`config.mk`:
```
export PLATFORM = sky130hd
export DESIGN_NAME = control_unit
export DESIGN_NICKNAME = d
export VERILOG_FILES = /design/src/rtl/mini_src_pkg.sv /design/src/rtl/control_decode.sv /design/src/rtl/control_unit.sv
export SDC_FILE = /design/constraint.sdc
export NUM_CORES = 1
export LEC_CHECK = 0
export BUFFER_PORTS_ARGS = -buffer_cell sky130_fd_sc_hd__buf_2
export CORE_ASPECT_RATIO = 0.7
export CORE_MARGIN = 3
export CORE_UTILIZATION = 30
export CTS_CLUSTER_SIZE = 24
export DETAILED_ROUTE_END_ITERATION = 7
export GPL_TIMING_DRIVEN = 1
export PLACE_DENSITY = 0.58
export SYNTH_ARGS = -nofsm -noshare
export SYNTH_HDL_FRONTEND = slang
export SYNTH_SLANG_ARGS = --single-unit
```
`constraint.sdc`:
```
create_clock -name clock -period 3.59 [get_ports clock]
set_input_delay 0.359 -clock clock [delete_from_list [all_inputs] [get_ports clock]]
set_output_delay 0.359 -clock clock [all_outputs]
set_load 0.02 [all_outputs]
```
`src/rtl/mini_src_pkg.sv`:
```
// Mini SRC shared definitions: opcode encodings, bus source codes, ALU operation
// codes, control-sequencer state and instruction-class enums.
// No ports.
package mini_src_pkg;

    // Opcodes (IR[31:27])
    localparam logic [4:0] OP_LD   = 5'b00000;
    localparam logic [4:0] OP_LDI  = 5'b00001;
    localparam logic [4:0] OP_ST   = 5'b00010;
    localparam logic [4:0] OP_ADD  = 5'b00011;
    localparam logic [4:0] OP_SUB  = 5'b00100;
    localparam logic [4:0] OP_AND  = 5'b00101;
    localparam logic [4:0] OP_OR   = 5'b00110;
    localparam logic [4:0] OP_ROR  = 5'b00111;
    localparam logic [4:0] OP_ROL  = 5'b01000;
    localparam logic [4:0] OP_SHR  = 5'b01001;
    localparam logic [4:0] OP_SHRA = 5'b01010;
    localparam logic [4:0] OP_SHL  = 5'b01011;
    localparam logic [4:0] OP_ADDI = 5'b01100;
    localparam logic [4:0] OP_ANDI = 5'b01101;
    localparam logic [4:0] OP_ORI  = 5'b01110;
    localparam logic [4:0] OP_BR   = 5'b10011;
    localparam logic [4:0] OP_NOP  = 5'b11010;
    localparam logic [4:0] OP_HALT = 5'b11011;

    // Bus source selects
    localparam logic [4:0] BUS_NONE = 5'b00000;
    localparam logic [4:0] BUS_GP   = 5'b00001;
    localparam logic [4:0] BUS_ZLO  = 5'b10011;
    localparam logic [4:0] BUS_PC   = 5'b10100;
    localparam logic [4:0] BUS_MDR  = 5'b10101;
    localparam logic [4:0] BUS_C    = 5'b11000;

    // ALU operations; R-type ALU opcodes map onto these through their low nibble
    localparam logic [3:0] ALU_NONE = 4'b0000;
    localparam logic [3:0] ALU_ADD  = 4'b0011;
    localparam logic [3:0] ALU_AND  = 4'b0101;
    localparam logic [3:0] ALU_OR   = 4'b0110;

    typedef enum logic [3:0] {
        StF0, StF1, StF2, StF3, StDec,
        StE3, StE4, StE5, StE6, StE7, StE8,
        StHalt
    } state_t;

    typedef enum logic [2:0] {
        ClsNop, ClsLd, ClsLdi, ClsSt, ClsAlu, ClsAluImm, ClsBr, ClsHalt
    } instr_class_t;

endpackage

```
`src/rtl/control_decode.sv`:
```
// Combinational opcode decoder for the Mini SRC control sequencer.
// Ports:
//   opcode  in   5  IR[31:27]
//   iclass  out     instruction class (undefined opcodes report ClsNop)
//   alu_op  out  4  ALU operation for ALU-class instructions
//   illegal out  1  opcode is not defined
module control_decode
    import mini_src_pkg::*;
(
    input  logic [4:0]   opcode,
    output instr_class_t iclass,
    output logic [3:0]   alu_op,
    output logic         illegal
);

    always_comb begin
        iclass  = ClsNop;
        alu_op  = ALU_NONE;
        illegal = 1'b0;
        case (opcode)
            OP_LD:   iclass = ClsLd;
            OP_LDI:  iclass = ClsLdi;
            OP_ST:   iclass = ClsSt;
            OP_ADD, OP_SUB, OP_AND, OP_OR, OP_ROR, OP_ROL, OP_SHR, OP_SHRA, OP_SHL: begin
                iclass = ClsAlu;
                alu_op = opcode[3:0];
            end
            OP_ADDI: begin
                iclass = ClsAluImm;
                alu_op = ALU_ADD;
            end
            OP_ANDI: begin
                iclass = ClsAluImm;
                alu_op = ALU_AND;
            end
            OP_ORI: begin
                iclass = ClsAluImm;
                alu_op = ALU_OR;
            end
            OP_BR:   iclass = ClsBr;
            OP_NOP:  iclass = ClsNop;
            OP_HALT: iclass = ClsHalt;
            default: illegal = 1'b1;   // executes as nop
        endcase
    end

endmodule

```
`src/rtl/control_unit.sv`:
```
// Hardwired Mini SRC control sequencer. Fetches, decodes IR[31:27] and steps one
// control state per clock, driving every datapath enable/select.
// Ports:
//   clock, clear (async active-high), stop (halt at next instruction boundary)
//   IR, CON                  from datapath
//   incPC..e_CON_FF          datapath enables, memory strobes, register selects
//   ALU_op, BusDataSelect    ALU operation and bus source
//   run, illegal, retired    status: executing, sticky undefined-opcode, count
module control_unit
    import mini_src_pkg::*;
#(
    parameter int unsigned CNT_W = 16
) (
    input  logic             clock,
    input  logic             clear,
    input  logic             stop,
    input  logic [31:0]      IR,
    input  logic             CON,
    output logic             incPC, e_PC, e_IR, e_Y, e_Z, e_MAR, e_MDR, MDR_read,
    output logic             ram_read, ram_write,
    output logic             Gra, Grb, Grc, e_Rin, e_Rout, BAout, imm_sel, e_CON_FF,
    output logic [3:0]       ALU_op,
    output logic [4:0]       BusDataSelect,
    output logic             run,
    output logic             illegal,
    output logic [CNT_W-1:0] retired
);

    state_t       state, state_n;
    instr_class_t cls;
    logic [3:0]   dec_alu_op;
    logic         dec_illegal;
    logic         last;
    logic         illegal_flag;

    // Only the opcode field steers the sequencer.
    logic unused_ir;
    assign unused_ir = ^IR[26:0];

    control_decode u_decode (
        .opcode  (IR[31:27]),
        .iclass  (cls),
        .alu_op  (dec_alu_op),
        .illegal (dec_illegal)
    );

    // Last state of each instruction; halt retires at DEC like nop.
    always_comb begin
        case (state)
            StDec:   last = (cls == ClsNop) || (cls == ClsHalt);
            StE5:    last = (cls == ClsLdi) || (cls == ClsAlu) || (cls == ClsAluImm);
            StE6:    last = (cls == ClsBr);
            StE7:    last = (cls == ClsSt);
            StE8:    last = (cls == ClsLd);
            default: last = 1'b0;
        endcase
    end

    always_comb begin
        state_n = state;
        if (last) begin
            state_n = (stop || (cls == ClsHalt)) ? StHalt : StF0;
        end else begin
            case (state)
                StF0:    state_n = StF1;
                StF1:    state_n = StF2;
                StF2:    state_n = StF3;
                StF3:    state_n = StDec;
                StDec:   state_n = StE3;
                StE3:    state_n = StE4;
                StE4:    state_n = StE5;
                StE5:    state_n = StE6;
                StE6:    state_n = StE7;
                StE7:    state_n = StE8;
                default: state_n = state;
            endcase
        end
    end

    always_ff @(posedge clock or posedge clear) begin
        if (clear) begin
            state        <= StF0;
            illegal_flag <= 1'b0;
            retired      <= '0;
        end else begin
            state <= state_n;
            if ((state == StDec) && dec_illegal) illegal_flag <= 1'b1;
            if (last) retired <= retired + CNT_W'(1);
        end
    end

    assign run     = (state != StHalt);
    assign illegal = illegal_flag;

    // Outputs are gated by clear so an aborted instruction cannot finish a write.
    always_comb begin
        {incPC, e_PC, e_IR, e_Y, e_Z, e_MAR, e_MDR, MDR_read} = '0;
        {ram_read, ram_write} = '0;
        {Gra, Grb, Grc, e_Rin, e_Rout, BAout, imm_sel, e_CON_FF} = '0;
        ALU_op        = ALU_NONE;
        BusDataSelect = BUS_NONE;
        if (!clear) begin
            case (state)
                StF0: begin BusDataSelect = BUS_PC; e_MAR = 1'b1; incPC = 1'b1; end
                StF1: ram_read = 1'b1;
                StF2: begin MDR_read = 1'b1; e_MDR = 1'b1; end
                StF3: begin BusDataSelect = BUS_MDR; e_IR = 1'b1; end
                StE3: begin
                    case (cls)
                        ClsLd, ClsLdi, ClsSt: begin Grb = 1'b1; BAout = 1'b1; e_Y = 1'b1; end
                        ClsAlu, ClsAluImm: begin
                            BusDataSelect = BUS_GP; Grb = 1'b1; e_Rout = 1'b1; e_Y = 1'b1;
                        end
                        ClsBr: begin
                            BusDataSelect = BUS_GP; Gra = 1'b1; e_Rout = 1'b1; e_CON_FF = 1'b1;
                        end
                        default: ;
                    endcase
                end
                StE4: begin
                    case (cls)
                        ClsLd, ClsLdi, ClsSt: begin imm_sel = 1'b1; ALU_op = ALU_ADD; e_Z = 1'b1; end
                        ClsAlu: begin
                            BusDataSelect = BUS_GP; Grc = 1'b1; e_Rout = 1'b1;
                            ALU_op = dec_alu_op; e_Z = 1'b1;
                        end
                        ClsAluImm: begin
                            BusDataSelect = BUS_GP; imm_sel = 1'b1; ALU_op = dec_alu_op; e_Z = 1'b1;
                        end
                        ClsBr: begin BusDataSelect = BUS_PC; e_Y = 1'b1; end
                        default: ;
                    endcase
                end
                StE5: begin
                    case (cls)
                        ClsLdi, ClsAlu, ClsAluImm: begin
                            BusDataSelect = BUS_ZLO; Gra = 1'b1; e_Rin = 1'b1;
                        end
                        ClsLd, ClsSt: begin BusDataSelect = BUS_ZLO; e_MAR = 1'b1; end
                        ClsBr: begin imm_sel = 1'b1; ALU_op = ALU_ADD; e_Z = 1'b1; end
                        default: ;
                    endcase
                end
                StE6: begin
                    case (cls)
                        ClsLd: ram_read = 1'b1;
                        ClsSt: begin
                            BusDataSelect = BUS_GP; Gra = 1'b1; e_Rout = 1'b1; e_MDR = 1'b1;
                        end
                        ClsBr: if (CON) begin BusDataSelect = BUS_ZLO; e_PC = 1'b1; end
                        default: ;
                    endcase
                end
                StE7: begin
                    if (cls == ClsLd) begin MDR_read = 1'b1; e_MDR = 1'b1; end
                    if (cls == ClsSt) ram_write = 1'b1;
                end
                StE8: if (cls == ClsLd) begin BusDataSelect = BUS_MDR; Gra = 1'b1; e_Rin = 1'b1; end
                default: ;
            endcase
        end
    end

endmodule

```
=== Word-level counts from Yosys, hierarchy flattened ===
Cells that the tools add are included.

* Register bits: 21
* Input bits: 36
* Output and inout bits: 45
* Logic and storage cells: 125

* Add/sub/neg operators: 1
* Equality and inequality tests: 35
* Multiplexer cells: 67
* Reductions and logical operators: 19

{| class="wikitable"
|+ Operators with widths
! kind !! number
|-
| two-way mux 1 bit || 40
|-
| one-hot mux 4 bit (10 select lines) || 1
|-
| == test 5 x 4 -> 1 bit (second input constant) || 7
|-
| one-hot mux 5 bit (7 select lines) || 1
|-
| one-hot mux 3 bit (7 select lines) || 1
|-
| == test 5 x 3 -> 1 bit (second input constant) || 4
|-
| two-way mux 5 bit || 4
|-
| one-hot mux 5 bit (2 select lines) || 2
|-
| OR reduction 18 bit || 1
|-
| adder 16 x 1 -> 16 bit (second input constant) || 1
|-
| == test 4 x 3 -> 1 bit (second input constant) || 4
|-
| one-hot mux 4 bit (2 select lines) || 2
|-
| one-hot mux 4 bit (4 select lines) || 1
|-
| == test 5 bit (second input constant) || 3
|-
| one-hot mux 1 bit (2 select lines) || 7
|-
| == test 3 bit (second input constant) || 4
|-
| == test 4 bit (second input constant) || 3
|-
| two-way mux 4 bit || 3
|-
| OR reduction 3 bit || 4
|-
| nonzero test 11 bit || 1
|-
| == test 5 x 2 -> 1 bit (second input constant) || 2
|-
| OR reduction 9 bit || 1
|-
| == test 4 x 2 -> 1 bit (second input constant) || 2
|-
| == test 3 x 2 -> 1 bit (second input constant) || 2
|-
| 16 further kinds || 21
|}

=== Depth between registers and ports, before layout ===
Gate-level depths: netlist of run 1.

* Depth after elaboration: 8
* Gate-level depth with buffers: 8
* Mapped depth without buffers: 5

=== Cells and area by module ===
Synthesis of run 1 repeated with hierarchy kept, for this count alone.

* Cell total of the unflattened synthesis: 229
* Area total of the unflattened synthesis: 2029.4 um^2

{| class="wikitable"
|+ Modules (own cells, without submodules)
! module !! times used !! cells an instance !! area an instance (um^2) !! seq. area each (um^2)
|-
| control_unit || 1 || 194 || 1769.2 || 525.5
|-
| control_decode || 1 || 35 || 260.2 || 0.0
|}

=== Least setup slack after synthesis of run 1 ===
Ideal clock, no wire load.

* Kind: input port to output port
* Start point: input IR[27]
* End point: output Gra
* Arrival: 2069 ps
* Data required time: 3231 ps
* Path slack: 1162 ps
* Stages on the path: 8
* Buffers on the path: 3
* Cells stage by stage: or4_1 buf_2 nor4_4 a21o_1 buf_6 buf_6 a211oi_1 nor3_1

* Longest elaborated chain between the ends: 8
* Elaborated cells on any way between the ends: 33
* Those cells by class: eq/ne (22); mux (7); reduce/logical (4)

{| class="wikitable"
|+ Ends and longest elaborated chain
! element !! RTL line !! text
|-
| start, declared || control_unit.sv:17 || <nowiki>input logic [31:0] IR,</nowiki>
|-
| == test 5 x 2 -> 1 bit (tied with other cells) || control_decode.sv:20 || <nowiki>case (opcode)</nowiki>
|-
| OR reduction 9 bit / OR reduction 3 bit (equally long branches) || -- ||
|-
| one-hot mux 3 bit (7 select lines) (*) || control_decode.sv:20 ||
|-
| == test 3 x 2 -> 1 bit / == test 3 bit (equally long branches) || control_unit.sv:135 || <nowiki>case (cls)</nowiki>
|-
| OR reduction 3 bit || control_unit.sv:135 ||
|-
| two-way mux 1 bit || control_unit.sv:135 ||
|-
| one-hot mux 1 bit (4 select lines) (*) || control_unit.sv:103 || <nowiki>case (state)</nowiki>
|-
| two-way mux 1 bit (*) || control_unit.sv:102 || <nowiki>if (!clear) begin</nowiki>
|-
| end, declared || control_unit.sv:21 || <nowiki>output logic Gra, Grb, Grc, e_Rin, e_Rout, BAout, imm_sel, e_CON_FF,</nowiki>
|}

Mark *: on every way between the ends. The rest lies on a longest branch, timed or not.

=== Worst setup path in the final report of run 1 ===
* Start point: register state[1]
* End point: output Gra

* Longest elaborated chain between the ends: 3
* Elaborated cells on any way between the ends: 6
* Those cells by class: eq/ne (4); mux (2)

{| class="wikitable"
|+ Ends and longest elaborated chain
! element !! RTL line !! text
|-
| start, declared || control_unit.sv:29 || <nowiki>state_t state, state_n;</nowiki>
|-
| start signal, assigned || control_unit.sv:82 || <nowiki>state <= StF0;</nowiki>
|-
| start signal, assigned || control_unit.sv:86 || <nowiki>state <= state_n;</nowiki>
|-
| == test 4 bit / == test 4 x 3 -> 1 bit (equally long branches) || control_unit.sv:103 ||
|-
| one-hot mux 1 bit (4 select lines) (*) || control_unit.sv:103 ||
|-
| two-way mux 1 bit (*) || control_unit.sv:102 ||
|}

Marked as above.

==> metrics.csv, run 1 <==
stage,metric,value,unit
setup_path,Crit path required time,3.23,ns
floorplan,core area,5395,sq um
timing,setup TNS,0,ns
clocking,post_cts resized,0,
timing,RSZ-0062 raised after global routing,false,
yosys,asr flop ratio synth,1.000,
timing,Final Hold Fails,0,
yosys,number of cells produced by synthesis,211,
grt,vias in the first global route,1584,
grt,GR Util All Layers,0.1440,
timing,Max Clk Rate,360.4,MHz
power,leak pwr,0.9114,nW
yosys,Mapped Area,1720,sq um
yosys,number of flops mapped to enable cells by yosys,0,
yosys,post-synth top area cell,dfrtp_1,
setup_path,Reg2Reg Depth,6,
setup_path,WP data arrival,2.42,ns
setup_path,critical-path cell list,nand2b_1 -> nor4_1 -> a21o_1 -> a211oi_1 -> nor3_1 -> buf_2,
clocking,CTS Hold Bufs,0,
routing,routed vias/inst,5.357,
final_layout,most frequent cells in the layout,"buf_2 (52), dfrtp_1 (21), nor2_1 (20)",
place,RD Place Congestion,0.9173,
power,Pwr per Cell Area,503.1,nW/um^2
yosys,post-synthesis cell type count,49,
yosys,Yosys top cell area share,0.3055,
setup_path,critical path capture point type,output port,
final_layout,FILL cells,592,
final_layout,"most common cell after layout, fill and taps aside",buf_2,
clocking,CTS max path bufs,2,
yosys,ranking of synthesized cells by area,"dfrtp_1 (31%), xnor2_1 (8.7%), o2111ai_1 (5.6%)",
setup_path,CP bufs+invs,1,
floorplan,Die Ht,69.36,um
clocking,# clock sinks,21,
grt,pin count of the biggest net entering global routing,19,
flow_run,max cap viols,0,
floorplan,full die area,6694,sq um
final_layout,Final nets,288,
clocking,Num CTS Buffers,3,
run_status,run status,"finished, final reports clean",
final_layout,Diodes inserted,0,
place,PortBufs,52,
setup_path,worst r2r src,state[1]$_DFFE_PP0P_,
final_layout,post-route non-filler standard cell count,322,
power,worst ir drop on vdd,221.0,uV
routing,Post-DRT Antenna Nets,0,
grt,first-pass GRT wire length,7976,um
final_layout,Syn-to-layout area delta,18.47,%
setup_path,top cell family by delay on the critical path,simple AND/OR/NAND/NOR gates,
timing,skew final,0.0009391,ns
timing,period utilization,0.7729,
routing,DR vias,1725,
hold_path,worst min path class,in -> async,
setup_path,max incr delay on CP,0.59,ns
yosys,sequential share of the synthesized area,0.3055,
timing,Slew Limit Fails,0,
timing,final hold slack,0.2944,ns
floorplan,Initial Util,0.3189,
clocking,H-tree depth,1,
timing,Tightest Pin Transition,0.5969,ns
timing,Slew HR,0.6017,
floorplan,# IOs,81,
yosys,Post-Syn Area per Cell,8.154,sq um
clocking,CTS tree,done,
power,Tot Pwr,1.025,mW
timing,final setup vio count,0,
setup_path,Crit Path Max Fanout,15,
grt,grt total ovfl,0,
setup_path,R2R Setup Slk,1.21,ns
floorplan,row cnt,22,
routing,1st-pass router iterations,4,
floorplan,DIE WIDTH,96.51,um
setup_path,critical path's slowest cell,dfrtp_1,
setup_path,critical path class,reg -> out,
timing,minimum clock period,2.775,ns
clocking,"Setup Fix Bufs, Post-CTS",0,
clocking,Worst-path clk slew,0.07,ns
clocking,CTS root buf,clkbuf_8,
final_layout,fraction of layout cells with a size suffix above 1,0.2640,
place,Post-Place Cells,318,
yosys,Synthesis Warnings,0,
setup_path,total stage count of the critical path,6,
routing,DRC Markers,0,
grt,initial antenna violation count,0,
routing,initial DRC count,136,
routing,total wire length,4730,um
setup_path,reg-to-reg endpoint,retired[12]$_DFFE_PP0P_,
setup_path,startpoint types,register,
place,dpl hpwl,3613,um
yosys,Main synth FF type,dfrtp_1,
yosys,Syn Nets,248,
clocking,Clock Latency Late Sink,0.25,ns
yosys,register bit total from synthesis,21,
routing,drt wl/cell,14.69,um
worst max path at each step:
stage	end	start	slack (ns)
finish	Gra	state[1]$_DFFE_PP0P_	0.82
global route	Gra	state[1]$_DFFE_PP0P_	0.52
CTS	Gra	state[0]$_DFFE_PP0P_	0.82
detailed placement	Gra	IR[27]	0.94
global placement	Gra	IR[27]	0.92
floorplan	Gra	IR[27]	1.16
cell type report:
type                            count  area, sq um  share of cell area
Multi-Input combinational cell    168         1087              0.5335
Sequential cell                    21        525.5              0.2578
Timing Repair Buffer               55        282.8              0.1387
Tap cell                           72        90.09             0.04420
Clock buffer                        4        45.04             0.02210
Inverter                            2        7.507            0.003683
power by group:
group / switching, mW / internal, mW
Combinational: 0.306 / 0.186
Clock: 0.0729 / 0.0789
Sequential: 0.0968 / 0.285
synth_stat cells (all sizes together), types with 2 or more instances:
cell type	n
nor3	17
dfrtp	21
nand3b	3
a31oi	2
inv	2
or4	2
xnor2	17
nor2	21
nand2b	4
or2	3
o211ai	2
o21ai	13
nor4	3
and3	6
and4	3
o2111ai	11
a211oi	2
a21oi	9
mux2i	2
buf	6
clkbuf	14
a41oi	3
nand3	5
nand2	13
nor2b	2
and3b	2
and2	4
or3	2
mux2	2
flip-flops by register name, summed over array words and instances, names as in the netlist:
name,count
retired,16
illegal,1
state,4
layer usage:
layer | track usage | vias to the layer above | share of wire
met3 | 0.04555 | 2 | 0.090
met2 | 0.1980 | 57 | 0.40
met4 | 0.01244 | 0 | 0.0013
met1 | 0.2252 | 808 | 0.51
met5 | 0 | - | 0
li1 | - | 858 | -
through the flow:
step                      instance area [sq um]  utilization  setup slack (ns)
after global placement                     1993       0.3694            0.9161
after detailed placement                   1993       0.3694            0.9368
after floorplan                            1720            -             1.162
after CTS                                  2038       0.3778            0.8156
after global routing                       2038       0.3778            0.5221
final                                      2038       0.3778            0.8154
logic make-up (layout without fill, tap and decap cells):
group / after synthesis / after routing / synth area share
buffers and inverters: 22 / 61 / 0.06254
AND/OR/NAND/NOR: 92 / 92 / 0.2909
AO/OA/AOI/OAI: 52 / 52 / 0.2153
adder cells (fa/ha/maj): 1 / 1 / 0.007272
multiplexers: 4 / 4 / 0.02473
flip-flops: 21 / 21 / 0.3055
XOR/XNOR: 18 / 18 / 0.09164
other: 1 / 1 / 0.002180
No activity file was read; power rests on OpenSTA's default activity.
==> inputs of run 2 (changes only) <==
--- a/config.mk
+++ b/config.mk
@@ -5,6 +5,7 @@
 export SDC_FILE = /design/constraint.sdc
 export NUM_CORES = 1
 export LEC_CHECK = 0
+export ABC_AREA = 1
 export BUFFER_PORTS_ARGS = -buffer_cell sky130_fd_sc_hd__buf_2
 export CORE_ASPECT_RATIO = 0.7
 export CORE_MARGIN = 3
@@ -12,7 +13,7 @@
 export CTS_CLUSTER_SIZE = 24
 export DETAILED_ROUTE_END_ITERATION = 7
 export GPL_TIMING_DRIVEN = 1
-export PLACE_DENSITY = 0.58
+export PLACE_DENSITY = 0.56
 export SYNTH_ARGS = -nofsm -noshare
 export SYNTH_HDL_FRONTEND = slang
 export SYNTH_SLANG_ARGS = --single-unit
==> constraint.sdc (replaced) <==
create_clock -name clock -period 2.7 [get_ports clock]
set_input_delay 0.27 -clock clock [delete_from_list [all_inputs] [get_ports clock]]
set_output_delay 0.27 -clock clock [all_outputs]
set_load 0.02 [all_outputs]
==> metrics.csv, run 2 <==
stage,metric,value,unit
clocking,# clock sinks,21,
floorplan,Die Ht,73.79,um
routing,initial DRC count,240,
setup_path,critical path's slowest cell,dfrtp_1,
grt,grt total ovfl,0,
final_layout,FILL cells,689,
yosys,Synthesis Warnings,0,
routing,DR vias,2188,
clocking,Clock Latency Late Sink,0.26,ns
final_layout,max FFs per register,16,
clocking,H-tree depth,1,
routing,routed vias/inst,4.767,
yosys,post-synthesis compound-gate area fraction,0.1252,
grt,GR Util All Layers,0.1477,
final_layout,Sequential Area,525.5,sq um
yosys,post-synthesis cell type count,31,
timing,Final Hold Fails,0,
yosys,mux share of post-synthesis cell area,0,
clocking,CTS max path bufs,2,
power,leak pwr,1.363,nW
timing,period utilization,0.8170,
yosys,Post-Syn Area per Cell,5.968,sq um
setup_path,startpoint types,register,
final_layout,Diodes inserted,0,
floorplan,DIE WIDTH,102.8,um
clocking,Num CTS Buffers,3,
setup_path,top cell family by delay on the critical path,buffers and inverters,
timing,Tightest Pin Transition,0.5691,ns
setup_path,"most used cell, CP",inv_1,
yosys,number of cells produced by synthesis,330,
final_layout,Final nets,419,
yosys,post-synthesis adder-cell area fraction,0.006353,
power,Pwr per Cell Area,900.9,nW/um^2
routing,Post-DRT Antenna Nets,0,
timing,fin worst setup slack,0.4941,ns
setup_path,critical path class,reg -> out,
timing,Slew HR,0.6197,
timing,RSZ-0062 raised after global routing,false,
final_layout,Syn-to-layout area delta,18.87,%
floorplan,Initial Util,0.3123,
clocking,Worst-path clk slew,0.08,ns
clocking,CTS Hold Bufs,0,
clocking,post_cts resized,0,
yosys,post-synthesis xor/xnor area fraction,0.03558,
place,RD Place Congestion,0.9966,
timing,final setup vio count,0,
yosys,sequential share of the synthesized area,0.2668,
yosys,Mapped Area,1969,sq um
grt,vias in the first global route,1886,
power,worst ir drop on vdd,244.0,uV
setup_path,Crit path required time,2.43,ns
yosys,asr flop ratio synth,1.000,
clocking,CTS root buf,clkbuf_8,
final_layout,fraction of layout cells with a size suffix above 1,0.1785,
timing,skew final,0.005655,ns
yosys,Syn Nets,367,
final_layout,Reg with most FFs,retired,
clocking,"Setup Fix Bufs, Post-CTS",0,
final_layout,multi-input logic area,1221,sq um
routing,1st-pass router iterations,5,
yosys,ranking of synthesized cells by area,"dfrtp_1 (27%), nand2_1 (20%), nor2_1 (11%)",
setup_path,WP data arrival,1.94,ns
yosys,largest family of logic cells by synthesized area,simple AND/OR/NAND/NOR gates,
yosys,register bit total from synthesis,21,
setup_path,Crit Path Max Fanout,5,
yosys,Main synth FF type,dfrtp_1,
timing,setup TNS,0,ns
clocking,CTS tree,done,
timing,minimum clock period,2.206,ns
routing,total wire length,5679,um
timing,Max Clk Rate,453.3,MHz
setup_path,critical path capture point type,output port,
setup_path,CP bufs+invs,5,
grt,first-pass GRT wire length,9018,um
floorplan,# IOs,81,
hold_path,worst min path class,in -> async,
floorplan,row cnt,24,
timing,Slew Limit Fails,0,
final_layout,Util after Layout,0.3712,
yosys,post-synth top area cell,dfrtp_1,
floorplan,full die area,7589,sq um
flow_run,max cap viols,0,
yosys,"count leader, synth",nand2_1,
run_status,run status,"finished, final reports clean",
yosys,number of flops mapped to enable cells by yosys,0,
grt,pin count of the biggest net entering global routing,25,
place,dpl hpwl,4412,um
floorplan,core area,6306,sq um
setup_path,critical-path cell list,inv_1 -> nor2_1 -> inv_1 -> nor2_1 -> inv_1 -> nor2_1 -> inv_1 -> a31oi_1 -> buf_2,
final_layout,most frequent cells in the layout,"nand2_1 (105), nor2_1 (58), buf_2 (52)",
yosys,Yosys top cell area share,0.2668,
routing,DRC Markers,0,
final_layout,"most common cell after layout, fill and taps aside",nand2_1,
yosys,Post-synth top cells,"nand2_1 (105), nor2_1 (58), inv_1 (47)",
yosys,Simple-Gate Fraction of Synth Area,0.4511,
grt,initial antenna violation count,0,
setup_path,max incr delay on CP,0.41,ns
routing,drt wl/cell,12.37,um
place,PortBufs,52,
place,setup slack at placement,0.7784,ns
[run 2: changes by cell type after synthesis, sizes merged, moves of 8 or more]
cell     delta
nand3      +13
inv        +46
nor3        -8
nor2       +43
o21bai     +17
o2111ai    -11
nand2      +95
xnor2      -12
clkbuf     -12
[run 2: final timing paths]
check	from	to	slack (ns)	cells past startpoint
setup / recovery	state[2]$_DFFE_PP0P_	e_Rout	0.49	9
hold / removal	clear	retired[15]$_DFFE_PP0P_	0.25	3
setup reg to reg	state[0]$_DFFE_PP0P_	state[0]$_DFFE_PP0P_	0.82	8
hold reg to reg	illegal$_DFFE_PP0P_	illegal$_DFFE_PP0P_	0.48	1
max in group asynchronous	clear	retired[5]$_DFFE_PP0P_	2.20	3
min in group clock	IR[31]	illegal$_DFFE_PP0P_	0.42	3
[run 2: cell families after synthesis]
kind of cell,Yosys count
XOR/XNOR,8
buffers and inverters,55
AO/OA/AOI/OAI,38
flip-flops,21
AND/OR/NAND/NOR,206
other,1
adder cells (fa/ha/maj),1
[run 2: cell type report]
cell class	count	area share
sequential	21	0.2245
multi-input combinational	254	0.5216
inverter	49	0.07857
clock buffer	4	0.01924
tap	78	0.04169
timing repair buffer	53	0.1144
[run 2: per-layer routing]
layer,global-route usage,vias to the layer above,wire (um)
met5,0,-,0
met4,0.01437,0,19
met3,0.03036,2,411
met2,0.2160,65,2312
met1,0.2283,986,2935
li1,-,1135,-
[run 2: per-stage QoR]
stage	instances	hold slack [ns]	total power, mW	area (sq um)
floorplan	330	0.3648	1.555	1969
global placement	455	0.4819	1.886	2296
detailed placement	455	0.4659	1.897	2296
CTS	459	0.2668	2.118	2341
global route	459	0.3220	2.321	2341
finish	459	0.2541	2.109	2341
[run 2: tightest hold or removal path: cells and delay by family]
family,cells,cell delay (ns)
buf+inv,3,0.65
[run 2: where the power goes]
| part | internal, mW | total, mW | leakage (nW) | switching (mW) |
|---|---|---|---|---|
| clock network | 0.105 | 0.215 | 0.0228 | 0.109 |
| registers | 0.467 | 0.684 | 0.256 | 0.217 |
| logic | 0.442 | 1.21 | 1.08 | 0.768 |
| total | 1.01 | 2.11 | 1.36 | 1.09 |
